**src/rtl/shift_engine.sv**
```systemverilog
`default_nettype none
// ============================================================================
// Module   : shift_engine
// Brief    : Serial shift/rotate engine, one bit per clock, busy/done handshake.
// Revision : 1.0
// ============================================================================
module shift_engine #(
    parameter int WIDTH = 32,
    parameter int CNT_W = 5
) (
    input  logic             clock,
    input  logic             reset,
    input  logic             start,
    input  logic             clr,
    input  logic [WIDTH-1:0] load_data,
    input  logic [CNT_W-1:0] amount,
    input  logic             dir,
    input  logic [1:0]       mode,
    output logic             busy,
    output logic             done,
    output logic [WIDTH-1:0] result
);

    typedef enum logic [1:0] {
        IDLE  = 2'd0,
        SHIFT = 2'd1,
        DONE  = 2'd2
    } state_t;

    localparam logic [1:0] c_MODE_LOGICAL = 2'b01;
    localparam logic [1:0] c_MODE_ARITH   = 2'b10;

    state_t           r_state;
    state_t           w_state_nxt;
    logic [WIDTH-1:0] r_result;
    logic [WIDTH-1:0] w_result_nxt;
    logic [CNT_W-1:0] r_count;
    logic [CNT_W-1:0] w_count_nxt;
    logic             r_dir;
    logic             w_dir_nxt;
    logic [1:0]       r_mode;
    logic [1:0]       w_mode_nxt;
    logic [WIDTH-1:0] w_step;

    // Single-bit step using the direction/mode captured at start
    always_comb begin
        w_step = r_result;
        if (r_dir) begin
            if (r_mode == c_MODE_LOGICAL || r_mode == c_MODE_ARITH)
                w_step = {r_result[WIDTH-2:0], 1'b0};
            else
                w_step = {r_result[WIDTH-2:0], r_result[WIDTH-1]};
        end else begin
            if (r_mode == c_MODE_LOGICAL)
                w_step = {1'b0, r_result[WIDTH-1:1]};
            else if (r_mode == c_MODE_ARITH)
                w_step = {r_result[WIDTH-1], r_result[WIDTH-1:1]};
            else
                w_step = {r_result[0], r_result[WIDTH-1:1]};
        end
    end

    always_comb begin
        w_state_nxt  = r_state;
        w_result_nxt = r_result;
        w_count_nxt  = r_count;
        w_dir_nxt    = r_dir;
        w_mode_nxt   = r_mode;
        if (clr) begin
            w_state_nxt  = IDLE;
            w_result_nxt = '0;
            w_count_nxt  = '0;
        end else begin
            case (r_state)
                IDLE: begin
                    if (start) begin
                        w_result_nxt = load_data;
                        w_count_nxt  = amount;
                        w_dir_nxt    = dir;
                        w_mode_nxt   = mode;
                        w_state_nxt  = (amount != '0) ? SHIFT : DONE;
                    end
                end
                SHIFT: begin
                    w_result_nxt = w_step;
                    w_count_nxt  = r_count - CNT_W'(1);
                    if (r_count == CNT_W'(1))
                        w_state_nxt = DONE;
                end
                DONE:    w_state_nxt = IDLE;
                default: w_state_nxt = IDLE;
            endcase
        end
    end

    always_ff @(posedge clock or posedge reset) begin
        if (reset) begin
            r_state  <= IDLE;
            r_result <= '0;
            r_count  <= '0;
            r_dir    <= 1'b0;
            r_mode   <= 2'b00;
        end else begin
            r_state  <= w_state_nxt;
            r_result <= w_result_nxt;
            r_count  <= w_count_nxt;
            r_dir    <= w_dir_nxt;
            r_mode   <= w_mode_nxt;
        end
    end

    assign busy   = (r_state == SHIFT) || (r_state == DONE);
    assign done   = (r_state == DONE);
    assign result = r_result;

endmodule
`default_nettype wire

```
**config.mk**
```make
export PLATFORM = sky130hd
export DESIGN_NAME = shift_engine
export DESIGN_NICKNAME = d
export VERILOG_FILES = /design/src/rtl/shift_engine.sv
export SDC_FILE = /design/constraint.sdc
export NUM_CORES = 1
export LEC_CHECK = 0
export ABC_CLOCK_PERIOD_IN_PS = 3450
export CAP_MARGIN = 30
export CORE_MARGIN = 5
export CORE_UTILIZATION = 50
export DETAILED_ROUTE_END_ITERATION = 7
export PLACE_DENSITY = 0.89
export SYNTH_ARGS = -nofsm -noshare
export SYNTH_HDL_FRONTEND = slang
export SYNTH_SLANG_ARGS = --single-unit
```
**constraint.sdc**
```tcl
create_clock -name clock -period 3.45 [get_ports clock]
set_clock_uncertainty 0.2 [all_clocks]
set_input_delay 0.8625 -clock clock [delete_from_list [all_inputs] [get_ports clock]]
set_output_delay 0.8625 -clock clock [all_outputs]
set_load 0.005 [all_outputs]
```
==> summary.md, run 1 <==
| Metric | Value |
|---|---|
| Endpoints failing hold | `0` |
| Multi-input logic area | `0.00142 mm^2` |
| Crit end category | `primary output` |
| Die ar. | `between 0.006 and 0.007 mm^2` |
| WL per Instance | `~16 um` |
| Largest net degree at the start of global routing | `77` |
| Met2 wire length | `about 3.3 mm` |
| Critical path fanouts, max | `3` |
| Clk sinks | `42` |
| Routed Antenna Nets | `0` |
| Critical-path top delay cell | `clkdlybuf4s50_1` |
| Num CTS Buffers | `5` |
| CP delay by family, top | `buffers and inverters` |
| FF/Latch Area | `0.00105 mm^2` |
| CP startpoint kind | `flip-flop` |
| Initial antenna violation count | `0` |
| Clock transition at path regs | `0.08 ns` |
| Leakage Power | `roughly 1.5 nW` |
| Post-synth top cells | `nand2_1 (66), dfrtp_1 (42), o21ai_0 (34)` |
| WL met3 | `about 340 um` |
| PortBufs | `77` |
| All-Layer GR Usage | `20.1%` |
| Setup TNS | `0 ns` |
| WP data required | `approximately 2.4 ns` |
| Net Count, Synth | `approximately 340` |
| I/O pins | `78` |
| Max_cap viols | `0` |
| First-pass GRT wire length | `roughly 11 mm` |
| Post-synth EDFFs | `0` |
| Worst R2R Setup Slack | `1.06 ns` |
| Max-slew headroom | `36.0%` |
| Top_reg_cell synth | `dfrtp_1` |
| # H-tree levels | `2` |
| Mapped Area | `around 0.0027 mm^2` |
| Post-CTS Setup Bufs | `0` |
| Top cells by area, synth | `dfrtp_1 (40%), mux2i_1 (12%), o21ai_2 (9.6%), nand2_1 (9.3%), o21ai_0 (6.4%)` |
| DR pass1 iterations | `4` |
| Drt total wl | `approximately 6.7 mm` |
| Post-Syn Instances | `between 200 and 300` |
| PostCTS Resize Cnt | `0` |
| Max-slew violation count | `0` |
| Vias | `2345` |
| Final Wtd Congestion | `around 0.83` |
| Root Buffer | `clkbuf_8` |
| Syn-to-layout area delta | `33.0%` |
| Die Width | `a little over 80 um` |
| # nets final | `approximately 410` |
| Vias per cell | `approximately 5.5` |
| DR top layer | `met4` |
| Filler cell count in the final layout | `about 440` |
| Crit path buf inv count | `2` |
| Final HPWL from detailed placement | `approximately 4.8 mm` |
| Crit-path cells | `inv_1 -> ha_1 -> clkdlybuf4s50_1` |
| CTS tree | `built` |
| Worst min-delay path class | `reg2reg` |
| DR iter-0 viols | `a little under 200` |
| Hold-fix buffers, CTS | `0` |
| Utilization after layout | `between 60 and 70%` |
| Syn avg cell area | `about 9.2 um^2` |
| Sequential area share after synthesis | `39.6%` |
| Critical Path AT | `about 1.5 ns` |
| Worst setup path category | `reg2out` |
| Congestion Overflow GR | `0` |
| YS warnings | `0` |
| FMAX | `approximately 390 MHz` |
| Clock insertion delay at the later pin of the skew report | `approximately 0.3 ns` |
| Antenna Cells | `0` |
| Final Total Pwr | `~0.0018 W` |
| Status | `finished, final reports clean` |
| Area leader, netlist | `dfrtp_1` |
| Count leader, synth | `nand2_1` |
| #FFs+latches synth | `42` |
| Tcrit/Tclk final | `74.4%` |
| DRC | `0` |
| Worst slew pin tran | `slightly below 1 ns` |
| Layout cells sized above 1 | `between 10 and 15%` |
| Setup violators final | `0` |
| Post-layout min period | `about 2.6 ns` |
| Pwr/cell area | `between 500 and 600 mW/mm^2` |
| RSZ-0062 raised after global routing | `no` |
| Maximum VDD drop | `344 uV` |
| Max stage delay on crit path | `between 0.4 and 0.5 ns` |
| Vias in the first global route | `approximately 2400` |
| Clk buf depth | `2` |
| CORE AREA | `about 0.0051 mm^2` |
| Ys async rst share | `100%` |
| Synth cell types | `38` |
| M1 WL | `2.85 mm` |
| Share of the synthesized area in the top cell type | `between 30% and 40%` |
| Num rows | `26` |
| Initial core utilization | `just over 50%` |
| Die H | `about 83 um` |
## where the power goes
| group | internal (W) | switching, W | total, W |
|---|---|---|---|
| registers | 0.000590 | 0.000170 | 0.000760 |
| clock network | 0.000213 | 0.000171 | 0.000384 |
| logic | 0.000398 | 0.000302 | 0.000700 |
| total | 0.00120 | 0.000643 | 0.00184 |
## metal layers
metal	vias up	GRT usage (%)
met5	-	0
met2	73	32.4
li1	1137	-
met3	17	3.66
met4	0	10.1
met1	1118	25.8
## through the flow
| stage | area (um^2) | cells | hold WS, ns | worst slack, ns |
|---|---|---|---|---|
| 3_5_place_dp | 3420 | 419 | 0.329 | 0.679 |
| 3_3_place_gp | 3420 | 419 | 0.320 | 0.726 |
| 5_1_grt | 3530 | 427 | 0.364 | 0.808 |
| 6_report | 3530 | 427 | 0.346 | 0.883 |
| 2_1_floorplan | 2650 | 287 | 0.286 | 1.41 |
| 4_1_cts | 3530 | 427 | 0.347 | 0.871 |
## area by class of cell
class                           count  area share, %
Sequential cell                    42           29.8
Timing Repair Buffer               82           23.3
Tap cell                           70           2.48
Clock buffer                        5           1.95
Inverter                           11           1.17
Multi-Input combinational cell    214           40.2
Clock inverter                      3           1.13
## worst paths after layout
check | cells after the start | endpoint | startpoint
setup / recovery | 3 | busy | r_state[1]
hold / removal | 2 | result[2] | result[2]
setup reg to reg | 7 | r_state[0] | r_state[1]
hold reg to reg | 2 | result[2] | result[2]
max in group asynchronous | 3 | r_dir | reset
min in group asynchronous | 3 | result[21] | reset
## layout by cell type (no fill, tap or decap), types with 2 or more instances in the layout
| master | count |
|---|---|
| nand2_1 | 66 |
| buf_4 | 4 |
| ha_1 | 6 |
| clkbuf_8 | 5 |
| clkdlybuf4s50_1 | 77 |
| dfrtp_1 | 41 |
| a221o_1 | 2 |
| o21ai_0 | 34 |
| nor4b_1 | 2 |
| clkinv_2 | 2 |
| o31ai_1 | 3 |
| or2_4 | 2 |
| mux2i_1 | 31 |
| nor2_1 | 7 |
| nor2b_1 | 2 |
| nand2b_1 | 2 |
| nor3_1 | 2 |
| inv_1 | 10 |
| o21ai_2 | 29 |
| a21oi_1 | 2 |
| mux2_2 | 3 |
| a31oi_1 | 3 |
| o21ai_1 | 4 |
## cells by family (layout without fill, tap and decap cells)
logic type / Yosys count / count (layout) / synth area share [%]
compound gates: 84 / 84 / 22.2
fa+ha+maj: 7 / 7 / 3.30
buf+inv: 31 / 101 / 7.07
flops: 42 / 42 / 39.6
mux: 34 / 34 / 13.0
simple gates: 89 / 89 / 14.9
## sequential cells by signal, summed over array words and instances, names as in the netlist
signal	cells
result	32
r_dir	1
r_count	5
r_state	2
r_mode	2
## worst min-delay path, cell delays in order, from the launching register on
cell and delay, ns:
dfrtp_1 0.39, nand2_1 0.08, o21ai_2 0.05
Note: power is estimated with default switching activity, not from simulation.
==> run 2, diff against run 1 <==
==> config.mk (replaced) <==
export PLATFORM = sky130hd
export DESIGN_NAME = shift_engine
export DESIGN_NICKNAME = d
export VERILOG_FILES = /design/src/rtl/shift_engine.sv
export SDC_FILE = /design/constraint.sdc
export NUM_CORES = 1
export LEC_CHECK = 0
export ABC_CLOCK_PERIOD_IN_PS = 2630
export CAP_MARGIN = 30
export CORE_MARGIN = 5
export CORE_UTILIZATION = 48
export DETAILED_ROUTE_END_ITERATION = 7
export PLACE_DENSITY = 0.86
export SYNTH_ARGS = -nofsm -noshare
export SYNTH_HDL_FRONTEND = slang
export SYNTH_SLANG_ARGS = --single-unit
==> constraint.sdc (replaced) <==
create_clock -name clock -period 2.63 [get_ports clock]
set_clock_uncertainty 0.2 [all_clocks]
set_input_delay 0.6575 -clock clock [delete_from_list [all_inputs] [get_ports clock]]
set_output_delay 0.6575 -clock clock [all_outputs]
set_load 0.005 [all_outputs]
==> run 2 against run 1 <==
Against the previous run:
- sequential power grew 23%
- total power grew 29%
- global-route usage shrank 0.86 points
- critical path type unchanged
- critical endpoint unchanged
- largest cell class unchanged
- highest routed layer unchanged
==> summary.md, run 2 (synthesis gave the netlist of run 1 again) <==
| Metric | Value |
|---|---|
| Hold Path Depth | `2` |
| Clk sinks | `42` |
| Clock transition at path regs | `around 0.08 ns` |
| Most common cell after layout, fill and taps aside | `clkdlybuf4s50_1` |
| Status | `finished, final reports clean` |
| Root Buffer | `clkbuf_8` |
| Switching share of total power | `35.5%` |
| Worst R2R Setup Slack | `just under 0.6 ns` |
| Num rows | `27` |
| Crit end category | `primary output` |
| I/O pins | `roughly 80` |
| Clk buf depth | `2` |
| Die Width | `84.4 um` |
| Comb pwr share | `43.3%` |
| Hold-fix buffers, CTS | `0` |
| Max_cap viols | `0` |
| Worst Reg-to-Reg Cells | `6` |
| Antenna Cells | `0` |
| Reg power frac | `slightly below 40%` |
| Vias in the first global route | `2335` |
| Largest register FFs | `32` |
| CP startpoint kind | `flip-flop` |
| # nets final | `a little over 400` |
| Initial antenna violation count | `0` |
| Routed Antenna Nets | `0` |
| CORE AREA | `about 0.0054 mm^2` |
| Initial core utilization | `48.8%` |
| PostCTS Resize Cnt | `0` |
| Congestion Overflow GR | `0` |
| GR peak layer | `met2` |
| Max-slew headroom | `53.6%` |
| Leakage Power | `between 1 and 1.5 nW` |
| Max-slew violation count | `0` |
| Critical path fanouts, max | `4` |
| Commonest cells after routing, fill and taps aside | `clkdlybuf4s50_1 (77), nand2_1 (66), dfrtp_1 (41), o21ai_0 (34), mux2i_1 (31)` |
| Final Wtd Congestion | `approximately 0.83` |
| Met3 Use GR | `between 3 and 4%` |
| Post-CTS Setup Bufs | `0` |
| Clock power share | `between 15 and 20%` |
| Num CTS Buffers | `5` |
| PortBufs | `a little under 80` |
| CTS tree | `built` |
| Drt total wl | `slightly below 7 mm` |
| Vias | `2343` |
| GRT met2 Usage | `31.8%` |
| GR Layer Usage met1 | `about a quarter` |
| Maximum VDD drop | `533 uV` |
| RSZ-0062 raised after global routing | `no` |
| Largest net degree at the start of global routing | `37` |
| Post-layout min period | `roughly 2.3 ns` |
| WL per Instance | `15.9 um` |
| Die ar. | `about 0.007 mm^2` |
| First-pass GRT wire length | `around 11 mm` |
| Pwr/cell area | `664 mW/mm^2` |
| Setup violators final | `0` |
| WP data required | `between 1.5 and 2 ns` |
| Setup TNS | `0 ns` |
| # H-tree levels | `2` |
| DR pass1 iterations | `4` |
| Utilization after layout | `about two thirds` |
| Final HPWL from detailed placement | `around 5.1 mm` |
| Sw Pwr | `roughly 0.00084 W` |
| Worst setup path category | `reg2out` |
| Layout cells sized above 1 | `15.0%` |
| Origin of the critical flop-to-flop path | `r_state[0]` |
| Tcrit/Tclk final | `89.3%` |
| Power Internal | `around 0.0015 W` |
| Vias per cell | `between 5 and 6` |
| Syn-to-layout area delta | `34.7%` |
| R2r endpoint | `result[0]` |
| FMAX | `around 430 MHz` |
| Endpoints failing hold | `0` |
| Worst slew pin tran | `just under 0.7 ns` |
| Clock insertion delay at the later pin of the skew report | `0.28 ns` |
| DRC | `0` |
| All-Layer GR Usage | `between 10% and 20%` |
| Worst hold endpoint | `result[25]` |
| Hold_sp | `result[25]` |
| Critical Path AT | `between 1 and 1.5 ns` |
| Die H | `between 80 and 90 um` |
| DR iter-0 viols | `between 100 and 150` |
| Worst min-delay path class | `reg2reg` |
==> run 2: routing by layer <==
layer	up-vias	part of all wire, %
li1	1147	-
met3	4	4.9
met4	0	1.0
met5	-	0
met2	79	50
met1	1113	44
==> run 2: through the flow <==
| step | hold slack, ns | instance area (um^2) | total power [W] | instances | setup slack [ns] |
|---|---|---|---|---|---|
| global route | 0.376 | 3580 | 0.00253 | 432 | 0.205 |
| finish | 0.340 | 3580 | 0.00238 | 432 | 0.282 |
| global placement | 0.319 | 3470 | 0.00191 | 424 | 0.231 |
| detailed placement | 0.324 | 3470 | 0.00195 | 424 | 0.169 |
| CTS | 0.341 | 3560 | 0.00237 | 431 | 0.267 |
| floorplan | 0.286 | 2650 | 0.00154 | 287 | 0.798 |
==> run 2: how the worst max path moves through the flow <==
| stage | from | endpoint | slack [ns] | cells past startpoint |
|---|---|---|---|---|
| 5_1_grt | r_state[0] | busy | 0.20 | 3 |
| 6_report | r_state[0] | busy | 0.28 | 3 |
| 3_5_place_dp | start | result[0] | 0.17 | 5 |
| 4_1_cts | r_state[0] | busy | 0.27 | 3 |
| 3_3_place_gp | start | r_count[0] | 0.23 | 6 |
| 2_1_floorplan | reset | r_count[0] | 0.80 | 1 |
==> run 2: area by class of cell <==
| class | instances | area [um^2] |
|---|---|---|
| fillers | 440 | 1860 |
| multi-input cells | 214 | 1420 |
| flip-flops and latches | 42 | 1050 |
| repair buffers | 86 | 888 |
| well taps | 72 | 90.1 |
| clock buffers | 7 | 86.3 |
| inverters | 11 | 41.3 |
==> run 2: critical path, cell delays in order (launching register included) <==
cell and delay, ns:
dfrtp_1 0.36, inv_1 0.08, ha_1 0.28, clkdlybuf4s50_1 0.49
==> run 2: power by group through the flow <==
stage / Sequential, W / Clock (W) / Combinational (W)
after floorplan: 0.000902 / 0 / 0.000639
after global placement: 0.00101 / 0 / 0.000903
after detailed placement: 0.00101 / 0 / 0.000938
after CTS: 0.00100 / 0.000420 / 0.000942
after global routing: 0.000952 / 0.000449 / 0.00113
final: 0.000933 / 0.000413 / 0.00103
==> run 3, diff against run 2 <==
--- a/config.mk
+++ b/config.mk
@@ -6,7 +6,6 @@
 export NUM_CORES = 1
 export LEC_CHECK = 0
 export ABC_CLOCK_PERIOD_IN_PS = 2630
-export CAP_MARGIN = 30
 export CORE_MARGIN = 5
 export CORE_UTILIZATION = 48
 export DETAILED_ROUTE_END_ITERATION = 7
==> run 3 against run 2 <==
Against the previous run:
- critical path depth unchanged
- count of clock-buffer cells in the layout unchanged
- die area unchanged
- combinational power down 9%
- total power down 1.0%
- hold slack worse by 0.00061 ns
- setup slack better by 0.00052 ns
- critical path type unchanged
- utilization down 0.37 points
==> summary.md, run 3 (synthesis gave the netlist of run 1 again) <==
| Metric | Value |
|---|---|
| Inst Count DP | `between 400 and 500` |
| Clock transition at path regs | `~0.080 ns` |
| Layout cells sized above 1 | `14.8%` |
| Post-placement setup slack | `about 0.17 ns` |
| Num rows | `27` |
| Crit-path cells | `inv_1 -> ha_1 -> clkdlybuf4s50_1` |
| Max stage delay on crit path | `0.49 ns` |
| WL per Instance | `between 15 and 20 um` |
| Antenna Cells | `0` |
| Largest net degree at the start of global routing | `37` |
| Critical path fanouts, max | `4` |
| First-pass GRT wire length | `between 10 and 15 mm` |
| Commonest cells after routing, fill and taps aside | `clkdlybuf4s50_1 (77), nand2_1 (66), dfrtp_1 (41), o21ai_0 (34), mux2i_1 (31)` |
| Initial antenna violation count | `0` |
| All-Layer GR Usage | `19.2%` |
| Utilization after layout | `between 60% and 70%` |
| Worst Reg-to-Reg Cells | `6` |
| WP data required | `around 1.8 ns` |
| Setup crit start | `r_state[0]` |
| Met2 wire length | `3.40 mm` |
| Origin of the critical flop-to-flop path | `r_state[1]` |
| Multi-input logic area | `between 0.001 and 0.0015 mm^2` |
| CP delay by family, top | `buffers and inverters` |
| CTS tree | `built` |
| Max-slew headroom | `a little under a third` |
| Status | `finished, final reports clean` |
| Die ar. | `0.00712 mm^2` |
| CP startpoint kind | `flip-flop` |
| Congestion Overflow GR | `0` |
| Clk sinks | `42` |
| Max_cap viols | `0` |
| Critical-path top delay cell | `clkdlybuf4s50_1` |
| Post-layout worst setup margin | `0.283 ns` |
| Vias in the first global route | `between 2000 and 2500` |
| M1 WL | `~3 mm` |
| Worst R2R Setup Slack | `~0.58 ns` |
| Largest register FFs | `32` |
| PostCTS Resize Cnt | `0` |
| Die Width | `around 84 um` |
| Most common cell after layout, fill and taps aside | `clkdlybuf4s50_1` |
| R2r endpoint | `result[0]` |
| Endpoints failing hold | `0` |
| Final non-filler cell total | `approximately 430` |
| Vias | `between 2000 and 2500` |
| Maximum VDD drop | `roughly 590 uV` |
| Clock insertion delay at the later pin of the skew report | `about 0.28 ns` |
| DR iter-0 viols | `120` |
| Tcrit/Tclk final | `between 80 and 90%` |
| WL met3 | `~340 um` |
| Die H | `around 84 um` |
| # H-tree levels | `2` |
| Setup violators final | `0` |
| # nets final | `between 400 and 500` |
| DR top layer | `met4` |
| Root Buffer | `clkbuf_8` |
| DR pass1 iterations | `4` |
| CORE AREA | `around 0.0054 mm^2` |
| Setup TNS | `0 ns` |
| Final HPWL from detailed placement | `5.09 mm` |
| PortBufs | `77` |
| Syn-to-layout area delta | `34.0%` |
| FF/Latch Area | `about 0.0011 mm^2` |
| Filler cell count in the final layout | `approximately 450` |
| Clk buf depth | `2` |
| Post-layout min period | `~2.3 ns` |
| Final Wtd Congestion | `0.833` |
| Crit path buf inv count | `2` |
| Pwr/cell area | `between 600 and 700 mW/mm^2` |
| Crit end category | `primary output` |
| Worst hold endpoint | `result[25]` |
| Num CTS Buffers | `5` |
| I/O pins | `78` |
| Worst min-delay path class | `reg2reg` |
| RSZ-0062 raised after global routing | `no` |
| Hold_sp | `result[25]` |
| Max-slew violation count | `0` |
| FMAX | `426 MHz` |
| DRC | `0` |
| Drt total wl | `between 6 and 7 mm` |
| Vias per cell | `approximately 5.4` |
| Routed Antenna Nets | `0` |
| Worst setup path category | `reg2out` |
| Initial core utilization | `between 40% and 50%` |
| Worst slew pin tran | `between 1 and 1.5 ns` |
| Leakage Power | `around 1.5 nW` |
| Hold-fix buffers, CTS | `0` |
| Critical Path AT | `1.49 ns` |
| Hold Path Depth | `2` |
| Post-CTS Setup Bufs | `0` |
==> run 3: how the worst max path moves through the flow <==
stage	endpoint	depth (start not counted)	slack (ns)
3_3_place_gp	r_count[0]	6	0.23
5_1_grt	busy	3	0.20
6_report	busy	3	0.28
2_1_floorplan	r_count[0]	1	0.80
4_1_cts	busy	3	0.27
3_5_place_dp	result[0]	5	0.17
==> run 3: power by group <==
part | total (W) | internal, W | switching [W]
clock | 0.000411 | 0.000208 | 0.000203
sequential | 0.00101 | 0.000774 | 0.000231
combinational | 0.000934 | 0.000536 | 0.000398
==> run 3: worst min-delay path, stage by stage (launching register included) <==
cell and delay (ns):
dfrtp_1 0.38, nand2_1 0.07, o21ai_2 0.05
==> run 3: area by class of cell <==
cell class                 instances  area share, %
clock buffer                       7           2.43
inverter                          11           1.16
multi-input combinational        214           39.9
sequential                        42           29.6
tap                               72           2.53
timing repair buffer              85           24.4
==> run 3: layer usage <==
layer	GRT usage (%)	up-vias
li1	-	1145
met5	0	-
met3	3.53	4
met1	25.6	1118
met4	6.04	0
met2	31.8	71
==> run 3: metrics by stage <==
stage / total power [W] / hold slack (ns) / instance area [um^2]
floorplan: 0.00154 / 0.286 / 2650
global placement: 0.00191 / 0.319 / 3470
detailed placement: 0.00195 / 0.324 / 3470
CTS: 0.00237 / 0.341 / 3560
global route: 0.00251 / 0.376 / 3560
finish: 0.00235 / 0.339 / 3560
